==> src/rtl/mccu_pkg.sv <==
// Shared encodings for the multi-cycle control unit: FSM states, opcode/func
// fields, ALU codes, datapath mux selects and the decoded instruction class.
package mccu_pkg;

    localparam logic [2:0] S_IF  = 3'd0;
    localparam logic [2:0] S_ID  = 3'd1;
    localparam logic [2:0] S_EXE = 3'd2;
    localparam logic [2:0] S_MEM = 3'd3;
    localparam logic [2:0] S_WB  = 3'd4;

    localparam logic [5:0] OP_R    = 6'b000000;
    localparam logic [5:0] OP_ADDI = 6'b001000;
    localparam logic [5:0] OP_ANDI = 6'b001100;
    localparam logic [5:0] OP_ORI  = 6'b001101;
    localparam logic [5:0] OP_XORI = 6'b001110;
    localparam logic [5:0] OP_LUI  = 6'b001111;
    localparam logic [5:0] OP_LW   = 6'b100011;
    localparam logic [5:0] OP_SW   = 6'b101011;
    localparam logic [5:0] OP_BEQ  = 6'b000100;
    localparam logic [5:0] OP_BNE  = 6'b000101;
    localparam logic [5:0] OP_J    = 6'b000010;
    localparam logic [5:0] OP_JAL  = 6'b000011;

    localparam logic [5:0] FN_ADD = 6'b100000;
    localparam logic [5:0] FN_SUB = 6'b100010;
    localparam logic [5:0] FN_AND = 6'b100100;
    localparam logic [5:0] FN_OR  = 6'b100101;
    localparam logic [5:0] FN_XOR = 6'b100110;
    localparam logic [5:0] FN_SLL = 6'b000000;
    localparam logic [5:0] FN_SRL = 6'b000010;
    localparam logic [5:0] FN_SRA = 6'b000011;
    localparam logic [5:0] FN_JR  = 6'b001000;

    localparam logic [3:0] ALUC_ADD = 4'b0000;
    localparam logic [3:0] ALUC_SUB = 4'b0100;
    localparam logic [3:0] ALUC_AND = 4'b0001;
    localparam logic [3:0] ALUC_OR  = 4'b0101;
    localparam logic [3:0] ALUC_XOR = 4'b0010;
    localparam logic [3:0] ALUC_LUI = 4'b0110;
    localparam logic [3:0] ALUC_SLL = 4'b0011;
    localparam logic [3:0] ALUC_SRL = 4'b0111;
    localparam logic [3:0] ALUC_SRA = 4'b1111;

    localparam logic [1:0] PCS_ALU    = 2'b00;
    localparam logic [1:0] PCS_ALUOUT = 2'b01;
    localparam logic [1:0] PCS_REGA   = 2'b10;
    localparam logic [1:0] PCS_JUMP   = 2'b11;

    localparam logic [1:0] SRCB_REG  = 2'b00;
    localparam logic [1:0] SRCB_FOUR = 2'b01;
    localparam logic [1:0] SRCB_IMM  = 2'b10;
    localparam logic [1:0] SRCB_BR   = 2'b11;

    typedef enum logic [3:0] {
        C_RALU, C_IALU, C_LOAD, C_STORE, C_BRANCH,
        C_JUMP, C_JR, C_JAL, C_ILLEGAL
    } iclass_e;

    typedef struct packed {
        iclass_e    iclass;
        logic       is_bne;
        logic       shift;
        logic       sext;
        logic [3:0] aluc;
    } dec_t;

endpackage

==> src/rtl/mccu_if.sv <==
// Control-unit <-> datapath bundle: IR fields and flags in, enables and mux selects out.
interface mccu_if #(parameter int ALUC_W = 4);
    logic [5:0]        op;
    logic [5:0]        func;
    logic              z;
    logic              mem_ready;
    logic              wpc;
    logic              wir;
    logic              wmem;
    logic              wreg;
    logic              iord;
    logic              m2reg;
    logic              regrt;
    logic              jal;
    logic              shift;
    logic              sext;
    logic              alusrca;
    logic [1:0]        alusrcb;
    logic [ALUC_W-1:0] aluc;
    logic [1:0]        pcsource;
    logic [2:0]        state;
    logic              illegal;

    modport master (
        input  op, func, z, mem_ready,
        output wpc, wir, wmem, wreg, iord, m2reg, regrt, jal, shift, sext,
               alusrca, alusrcb, aluc, pcsource, state, illegal
    );

    modport slave (
        output op, func, z, mem_ready,
        input  wpc, wir, wmem, wreg, iord, m2reg, regrt, jal, shift, sext,
               alusrca, alusrcb, aluc, pcsource, state, illegal
    );
endinterface

==> src/rtl/mccu_decode.sv <==
// Combinational op/func decode into an instruction class plus the EXE-phase ALU controls.
module mccu_decode
    import mccu_pkg::*;
(
    input  logic [5:0] op,
    input  logic [5:0] func,
    output dec_t       dec
);

    always_comb begin
        dec = '{iclass: C_ILLEGAL, is_bne: 1'b0, shift: 1'b0, sext: 1'b0, aluc: ALUC_ADD};
        case (op)
            OP_R: begin
                case (func)
                    FN_ADD: begin dec.iclass = C_RALU; dec.aluc = ALUC_ADD; end
                    FN_SUB: begin dec.iclass = C_RALU; dec.aluc = ALUC_SUB; end
                    FN_AND: begin dec.iclass = C_RALU; dec.aluc = ALUC_AND; end
                    FN_OR:  begin dec.iclass = C_RALU; dec.aluc = ALUC_OR;  end
                    FN_XOR: begin dec.iclass = C_RALU; dec.aluc = ALUC_XOR; end
                    FN_SLL: begin dec.iclass = C_RALU; dec.aluc = ALUC_SLL; dec.shift = 1'b1; end
                    FN_SRL: begin dec.iclass = C_RALU; dec.aluc = ALUC_SRL; dec.shift = 1'b1; end
                    FN_SRA: begin dec.iclass = C_RALU; dec.aluc = ALUC_SRA; dec.shift = 1'b1; end
                    FN_JR:  dec.iclass = C_JR;
                    default: ;
                endcase
            end
            // logical immediates and lui zero-extend; arithmetic and address forms sign-extend
            OP_ADDI: begin dec.iclass = C_IALU;  dec.aluc = ALUC_ADD; dec.sext = 1'b1; end
            OP_ANDI: begin dec.iclass = C_IALU;  dec.aluc = ALUC_AND; end
            OP_ORI:  begin dec.iclass = C_IALU;  dec.aluc = ALUC_OR;  end
            OP_XORI: begin dec.iclass = C_IALU;  dec.aluc = ALUC_XOR; end
            OP_LUI:  begin dec.iclass = C_IALU;  dec.aluc = ALUC_LUI; end
            OP_LW:   begin dec.iclass = C_LOAD;  dec.aluc = ALUC_ADD; dec.sext = 1'b1; end
            OP_SW:   begin dec.iclass = C_STORE; dec.aluc = ALUC_ADD; dec.sext = 1'b1; end
            OP_BEQ:  begin dec.iclass = C_BRANCH; dec.aluc = ALUC_SUB; end
            OP_BNE:  begin dec.iclass = C_BRANCH; dec.aluc = ALUC_SUB; dec.is_bne = 1'b1; end
            OP_J:    dec.iclass = C_JUMP;
            OP_JAL:  dec.iclass = C_JAL;
            default: ;
        endcase
    end

endmodule

==> src/rtl/mccu.sv <==
// Multi-cycle MIPS-subset control unit: registered phase state, Moore/Mealy
// control outputs derived from the phase, the decoded IR and the memory handshake.
//
//  state | meaning
//  IF    | fetch at PC, PC+4 -> PC and IR load once memory is ready
//  ID    | register read, branch target into ALU-out; jumps finish here
//  EXE   | ALU operation or branch compare/resolve
//  MEM   | data access at ALU-out address, held until memory is ready
//  WB    | register file write (ALU result or load data)
module mccu
    import mccu_pkg::*;
#(
    parameter int ALUC_W   = 4,
    parameter bit WAIT_MEM = 1'b1
) (
    input logic    clk,
    input logic    rst,
    mccu_if.master bus
);

    logic [2:0] state_q, state_d;
    dec_t       dec;
    logic       ready, taken;

    logic       wpc_c, wir_c, wmem_c, wreg_c, iord_c, m2reg_c, regrt_c, jal_c;
    logic       shift_c, sext_c, alusrca_c, illegal_c;
    logic [1:0] alusrcb_c, pcsource_c;
    logic [3:0] aluc_c;

    mccu_decode u_decode (
        .op   (bus.op),
        .func (bus.func),
        .dec  (dec)
    );

    assign ready = bus.mem_ready | ~WAIT_MEM;
    assign taken = dec.is_bne ? ~bus.z : bus.z;

    always_ff @(posedge clk) begin
        if (rst) state_q <= S_IF;
        else     state_q <= state_d;
    end

    always_comb begin
        state_d    = S_IF;
        wpc_c      = 1'b0;
        wir_c      = 1'b0;
        wmem_c     = 1'b0;
        wreg_c     = 1'b0;
        iord_c     = 1'b0;
        m2reg_c    = 1'b0;
        regrt_c    = 1'b0;
        jal_c      = 1'b0;
        shift_c    = 1'b0;
        sext_c     = 1'b0;
        alusrca_c  = 1'b0;
        illegal_c  = 1'b0;
        alusrcb_c  = SRCB_REG;
        pcsource_c = PCS_ALU;
        aluc_c     = ALUC_ADD;
        case (state_q)
            S_IF: begin
                alusrcb_c = SRCB_FOUR;
                wir_c     = ready;
                wpc_c     = ready;
                state_d   = ready ? S_ID : S_IF;
            end
            S_ID: begin
                alusrcb_c = SRCB_BR;
                case (dec.iclass)
                    C_JUMP:    begin wpc_c = 1'b1; pcsource_c = PCS_JUMP; end
                    C_JR:      begin wpc_c = 1'b1; pcsource_c = PCS_REGA; end
                    C_JAL: begin
                        wpc_c      = 1'b1;
                        pcsource_c = PCS_JUMP;
                        wreg_c     = 1'b1;
                        jal_c      = 1'b1;
                    end
                    C_ILLEGAL: illegal_c = 1'b1;
                    default:   state_d = S_EXE;
                endcase
            end
            S_EXE: begin
                alusrca_c = 1'b1;
                aluc_c    = dec.aluc;
                shift_c   = dec.shift;
                sext_c    = dec.sext;
                case (dec.iclass)
                    C_RALU:  begin alusrcb_c = SRCB_REG; state_d = S_WB;  end
                    C_IALU:  begin alusrcb_c = SRCB_IMM; state_d = S_WB;  end
                    C_LOAD,
                    C_STORE: begin alusrcb_c = SRCB_IMM; state_d = S_MEM; end
                    C_BRANCH: begin
                        alusrcb_c  = SRCB_REG;
                        wpc_c      = taken;
                        pcsource_c = PCS_ALUOUT;
                    end
                    default: ;
                endcase
            end
            S_MEM: begin
                iord_c = 1'b1;
                if (dec.iclass == C_STORE) begin
                    wmem_c  = ready;
                    state_d = ready ? S_IF : S_MEM;
                end else if (dec.iclass == C_LOAD) begin
                    state_d = ready ? S_WB : S_MEM;
                end
            end
            S_WB: begin
                wreg_c  = 1'b1;
                regrt_c = (dec.iclass == C_IALU) || (dec.iclass == C_LOAD);
                m2reg_c = (dec.iclass == C_LOAD);
            end
            default: ;
        endcase
    end

    // Outputs are forced quiet while rst is high so an access in flight cannot write.
    assign bus.wpc      = wpc_c & ~rst;
    assign bus.wir      = wir_c & ~rst;
    assign bus.wmem     = wmem_c & ~rst;
    assign bus.wreg     = wreg_c & ~rst;
    assign bus.iord     = iord_c & ~rst;
    assign bus.m2reg    = m2reg_c & ~rst;
    assign bus.regrt    = regrt_c & ~rst;
    assign bus.jal      = jal_c & ~rst;
    assign bus.shift    = shift_c & ~rst;
    assign bus.sext     = sext_c & ~rst;
    assign bus.alusrca  = alusrca_c & ~rst;
    assign bus.illegal  = illegal_c & ~rst;
    assign bus.alusrcb  = rst ? 2'b00 : alusrcb_c;
    assign bus.pcsource = rst ? 2'b00 : pcsource_c;
    assign bus.aluc     = rst ? '0 : ALUC_W'(aluc_c);
    assign bus.state    = rst ? S_IF : state_q;

endmodule

==> src/flat_wrapper.sv <==
// flat-port wrapper written by rule: the top's interface ports become plain ports
module mccu_flat import mccu_pkg::*;
#(
    parameter int ALUC_W   = 4,
    parameter bit WAIT_MEM = 1'b1
)
  (clk, rst, bus_op, bus_func, bus_z, bus_mem_ready, bus_wpc, bus_wir, bus_wmem, bus_wreg, bus_iord, bus_m2reg, bus_regrt, bus_jal, bus_shift, bus_sext, bus_alusrca, bus_alusrcb, bus_aluc, bus_pcsource, bus_state, bus_illegal);
  mccu_if #(.ALUC_W(ALUC_W)) bus_i ();
  input logic clk;
  input logic rst;
  input wire logic [$bits(bus_i.op)-1:0] bus_op;
  input wire logic [$bits(bus_i.func)-1:0] bus_func;
  input wire logic [$bits(bus_i.z)-1:0] bus_z;
  input wire logic [$bits(bus_i.mem_ready)-1:0] bus_mem_ready;
  output wire logic [$bits(bus_i.wpc)-1:0] bus_wpc;
  output wire logic [$bits(bus_i.wir)-1:0] bus_wir;
  output wire logic [$bits(bus_i.wmem)-1:0] bus_wmem;
  output wire logic [$bits(bus_i.wreg)-1:0] bus_wreg;
  output wire logic [$bits(bus_i.iord)-1:0] bus_iord;
  output wire logic [$bits(bus_i.m2reg)-1:0] bus_m2reg;
  output wire logic [$bits(bus_i.regrt)-1:0] bus_regrt;
  output wire logic [$bits(bus_i.jal)-1:0] bus_jal;
  output wire logic [$bits(bus_i.shift)-1:0] bus_shift;
  output wire logic [$bits(bus_i.sext)-1:0] bus_sext;
  output wire logic [$bits(bus_i.alusrca)-1:0] bus_alusrca;
  output wire logic [$bits(bus_i.alusrcb)-1:0] bus_alusrcb;
  output wire logic [$bits(bus_i.aluc)-1:0] bus_aluc;
  output wire logic [$bits(bus_i.pcsource)-1:0] bus_pcsource;
  output wire logic [$bits(bus_i.state)-1:0] bus_state;
  output wire logic [$bits(bus_i.illegal)-1:0] bus_illegal;
  assign bus_i.op = bus_op;
  assign bus_i.func = bus_func;
  assign bus_i.z = bus_z;
  assign bus_i.mem_ready = bus_mem_ready;
  assign bus_wpc = bus_i.wpc;
  assign bus_wir = bus_i.wir;
  assign bus_wmem = bus_i.wmem;
  assign bus_wreg = bus_i.wreg;
  assign bus_iord = bus_i.iord;
  assign bus_m2reg = bus_i.m2reg;
  assign bus_regrt = bus_i.regrt;
  assign bus_jal = bus_i.jal;
  assign bus_shift = bus_i.shift;
  assign bus_sext = bus_i.sext;
  assign bus_alusrca = bus_i.alusrca;
  assign bus_alusrcb = bus_i.alusrcb;
  assign bus_aluc = bus_i.aluc;
  assign bus_pcsource = bus_i.pcsource;
  assign bus_state = bus_i.state;
  assign bus_illegal = bus_i.illegal;
  mccu #(.ALUC_W(ALUC_W), .WAIT_MEM(WAIT_MEM)) u_core (.clk(clk), .rst(rst), .bus(bus_i));
endmodule
==> config.mk <==
export PLATFORM = sky130hd
export DESIGN_NAME = mccu_flat
export DESIGN_NICKNAME = d
export VERILOG_FILES = /design/src/rtl/mccu_pkg.sv /design/src/rtl/mccu_if.sv /design/src/rtl/mccu_decode.sv /design/src/rtl/mccu.sv /design/src/flat_wrapper.sv
export SDC_FILE = /design/constraint.sdc
export NUM_CORES = 1
export LEC_CHECK = 0
export CAP_MARGIN = 20
export CELL_PAD_IN_SITES_DETAIL_PLACEMENT = 1
export CELL_PAD_IN_SITES_GLOBAL_PLACEMENT = 1
export CORE_MARGIN = 8
export CORE_UTILIZATION = 45
export CTS_CLUSTER_SIZE = 40
export DETAILED_ROUTE_END_ITERATION = 6
export DONT_BUFFER_PORTS = 1
export HOLD_SLACK_MARGIN = 0.15
export PLACE_DENSITY = 0.88
export SYNTH_ARGS = -nofsm -noshare
export SYNTH_HDL_FRONTEND = slang
export SYNTH_HIERARCHICAL = 1
export SYNTH_SLANG_ARGS = --single-unit
==> constraint.sdc <==
create_clock -name clk -period 5.05 [get_ports clk]
set_input_delay 1.01 -clock clk [delete_from_list [all_inputs] [get_ports clk]]
set_output_delay 1.01 -clock clk [all_outputs]
set_load 0.01 [all_outputs]
# After elaboration in Yosys (flattened, before gate mapping)
# Cells that the tools add are included.
dict set report word_totals {
  register_bits 3
  word_cells 106
  in_bits 16
}
dict set report classes {
  mux 44
  eq_ne 31
  bitwise_logic 14
  n_reduce_logical 16
}
# op count
set ops {}
lappend ops {{$pmux W4 S7} 2}
lappend ops {{$eq A6 B6 Y1 const B} 7}
lappend ops {{$eq A6 B4 Y1 const B} 6}
lappend ops {{$eq A6 B2 Y1 const B} 4}
lappend ops {{$pmux W4 S6} 1}
lappend ops {{$mux W1} 22}
lappend ops {{$eq A4 B3 Y1 const B} 4}
lappend ops {{$and A1 B1 Y1} 12}
lappend ops {{$eq A6 B3 Y1 const B} 2}
lappend ops {{$logic_not A6 Y1} 2}
lappend ops {{$mux W3} 4}
lappend ops {{$pmux W3 S4} 1}
lappend ops {{$reduce_or A3 Y1} 4}
lappend ops {{$mux W2} 5}
lappend ops {{$eq A4 B2 Y1 const B} 2}
lappend ops {{$mux W4} 2}
lappend ops {{$pmux W2 S2} 2}
lappend ops {{$pmux W4 S2} 1}
lappend ops {{$reduce_or A2 Y1} 4}
lappend ops {{$reduce_or A8 Y1} 1}
lappend ops {{$eq A3 B2 Y1 const B} 2}
lappend ops {{$pmux W2 S3} 1}
lappend ops {{$pmux W3 S2} 1}
lappend ops {{$reduce_or A5 Y1} 1}
lappend ops {{11 further kinds} 12}

# Depth between registers and ports, before layout
dict set report depth {
  depth_word 9
  mapped_depth 9
}

# Modules after synthesis
# The synthesis kept the hierarchy.
# module seq_area_each_um2 n_inst cells_each area_per_inst_um2
set by_module_without_submodules {}
lappend by_module_without_submodules {mccu 60.1 1 69 508.0}
lappend by_module_without_submodules {mccu_decode 0.0 1 66 386.6}

# Worst setup path after synthesis
# OpenSTA, ideal clock, no wires.
dict set report synth_timing {
  kind {input to output}
  startpoint {input port bus_op[3]}
  endpoint {output port bus_illegal}
  t_required_ns 4.040
  t_arrival_ns 2.839
  setup_slack_ns 1.201
  path_stages 7
  path_buffers 1
  path_cell_list {buf_6 or3_1 or4_4 a21oi_1 a21o_1 or4b_4 nor2_1}
}
# element line_no
set synth_rtl {}
lappend synth_rtl {{from (decl)} flat_wrapper.sv:11} ;# input wire logic [$bits(bus_i.op)-1:0] bus_op;
lappend synth_rtl {{to (decl)} flat_wrapper.sv:30} ;# output wire logic [$bits(bus_i.illegal)-1:0] bus_illegal;

==> metrics.md <==
| Metric | Value |
|---|---|
| Post-synth cell types | `51` |
| Fraction of registers with async set/reset | `0%` |
| Post-synth EDFFs | `0` |
| Clock slew at reported path FFs | `0.04 ns` |
| Num Clock Sinks | `3` |
| Die width | `~61 um` |
| Post-Synthesis Cells | `135` |
| Reg with most FFs | `u_core/state_q` |
| Status | `finished clean` |
| Final Net Count | `roughly 140` |
| Diodes inserted | `0` |
| CTS H-tree depth | `1` |
| Post-DP Area | `roughly 850 um^2` |
| Detailed-route wire length | `2.94 mm` |
| Final Cycle Share | `between 80% and 90%` |
| # Max-Cap Violations | `0` |
| Mapped Nets | `151` |
| Syn Area/Cell | `6.63 um^2` |
| Starting Density | `46.5%` |
| Leakage | `0.293 nW` |
| Critical path class | `primary input to output pin` |
| Vias | `roughly 960` |
| Final Util | `between 40 and 50%` |
| DR DRC count | `0` |
| Ratio of cells with drive above 1 in the final layout | `15.0%` |
| Max reg flops | `3` |
| Critical Path Start Type | `primary input` |
| CORE AREA | `0.00192 mm^2` |
| Post-synth top cells | `nor2_1 (17), a21oi_1 (9), nand2_1 (9)` |
| Crit-path max FO | `10` |
| Registers with the most flip-flops | `u_core/state_q (3)` |
| Detail Route Antenna Nets | `0` |
| IO Count | `39` |
| DPL Wire Length | `2.27 mm` |
| Initial DRC count | `18` |
| Pwr Density | `125 mW/mm^2` |
| Required time worst endpoint | `4.04 ns` |
| Largest net degree at the start of global routing | `13` |
| First-pass GRT wire length | `4.53 mm` |
| Port Buf Inserts | `0` |
| GP Congestion | `between 0.8 and 0.9` |
| Fin. max-slew vios | `0` |
| Count of final setup violators | `0` |
| Tmin final | `approximately 4.2 ns` |
| Maximum clock rate | `236 MHz` |
| Total global-route track usage | `16.1%` |
| Synthesis-stage register bit count | `3` |
| Synth area leaders | `nor2_1 (7.1%), dfxtp_1 (6.7%), nor2b_1 (5.6%), a21oi_1 (5.0%), and2_1 (4.9%)` |
| Antenna violations before repair | `0` |
| Sequential-to-total area share from yosys stat | `6.71%` |
| Fin. Hold Viols | `0` |
| Worst Hold Slack | `around 0.83 ns` |
| Wire per inst | `between 15 and 20 um` |
| Via/cell ratio | `roughly 6.2` |
| Relative slew slack | `50.2%` |
| Fill cells | `between 200 and 300` |
| Mapped cell area | `895 um^2` |
| Count leader, synth | `nor2_1` |
| 1st-pass router iterations | `4` |
| FP Rows | `16` |
| Cts bufs inserted | `3` |
| Gr ovfl total | `0` |
| CTS tree | `yes` |
| Synth top area share | `7.13%` |
| Setup bufs post-CTS | `0` |
| Min-delay worst type | `register to register` |
| Final instance area | `881 um^2` |
| Maximum VDD drop | `approximately 0.0001 V` |
| Skew-Pair Late Insertion Delay | `0.24 ns` |
| Setup TNS | `0 ns` |
| PostCTS Resize Cnt | `0` |
| Post-synth top area cell | `nor2_1` |
| # hold bufs at CTS | `0` |
| Slew @ Worst Pin | `0.747 ns` |
| Critical Path AT | `3.22 ns` |
| RSZ-0062 raised after global routing | `no` |
| Commonest register cell after synthesis | `dfxtp_1` |
| CP endpoint kind | `output pin` |
| Root buffer cell | `clkbuf_4` |
| CTS Buffer Depth | `2` |
| Setup Skew | `roughly 0.0014 ns` |
| Vias in the first global route | `951` |
| Die height | `60.6 um` |
| Yosys Warn Count | `6` |
| Synth-to-layout area growth | `-1.54%` |
| Die ar. | `0.00367 mm^2` |
## cells in the final DEF, fill, tap and decap left out, drive strengths merged, types with 2 or more instances in the layout
cell | netlist | routed
o21ai | 7 | 7
nor3 | 6 | 6
and2 | 7 | 7
o22ai | 3 | 3
nor2b | 8 | 8
nand3 | 7 | 7
nand4 | 2 | 2
o211ai | 2 | 2
inv | 3 | 3
clkbuf | 7 | 4
or4b | 2 | 2
dfxtp | 3 | 3
a221oi | 2 | 2
or2 | 3 | 3
nor4 | 2 | 2
and3 | 3 | 3
a21oi | 10 | 10
nand2 | 9 | 9
or2b | 2 | 2
nor2 | 17 | 17
nor4b | 2 | 2
or3 | 2 | 2
nor3b | 3 | 3
nand2b | 3 | 3
## metal layers
layer  track usage (%)  vias up  wire [um]
li1                  -      473          -
met2              27.0       27       1410
met1              18.7      459       1340
met5                 0        -          0
met4              4.98        0         10
met3              5.30        2        177
## worst paths after layout
path | start | end | slack [ns] | cells after the start
worst max register to register | u_core/state_q[1] | u_core/state_q[0] | 3.65 | 3
worst min register to register | u_core/state_q[1] | u_core/state_q[0] | 0.83 | 2
worst min-delay path | u_core/state_q[1] | u_core/state_q[0] | 0.83 | 2
worst max-delay path | bus_op[3] | bus_wpc | 0.82 | 6
## area by class of cell
class	count	area, um^2	share of cell area [%]
multi-input combinational	117	749	85.1
clock buffer	4	26.3	2.98
sequential	3	60.1	6.82
tap	27	33.8	3.84
inverter	3	11.3	1.28
## metrics by stage
step	setup WS (ns)	instances	total power, mW
2_1_floorplan	1.20	135	0.0661
3_3_place_gp	0.904	150	0.0629
3_5_place_dp	0.861	150	0.0647
4_1_cts	0.852	154	0.111
5_1_grt	0.721	154	0.116
6_report	0.821	154	0.110
## cells by family after synthesis
| logic type | Yosys count | synth area share [%] |
|---|---|---|
| XOR/XNOR | 2 | 1.96 |
| flip-flops | 3 | 6.71 |
| multiplexers | 1 | 1.12 |
| AO/OA/AOI/OAI | 33 | 24.2 |
| buffers and inverters | 15 | 9.51 |
| AND/OR/NAND/NOR | 81 | 56.5 |
## report_power, final
part | switching (mW) | total [mW] | internal [mW]
logic | 0.0208 | 0.0374 | 0.0166
registers | 0.00295 | 0.0276 | 0.0246
clock network | 0.0157 | 0.0455 | 0.0298
total | 0.0395 | 0.110 | 0.0710
## worst max-delay path, stage by stage
cell,delay [ns]
or3_1,0.38
or4_4,0.44
o22ai_1,0.61
or2_2,0.25
a31oi_1,0.08
a221oi_1,0.45
Power figures use the tool's default switching activity.
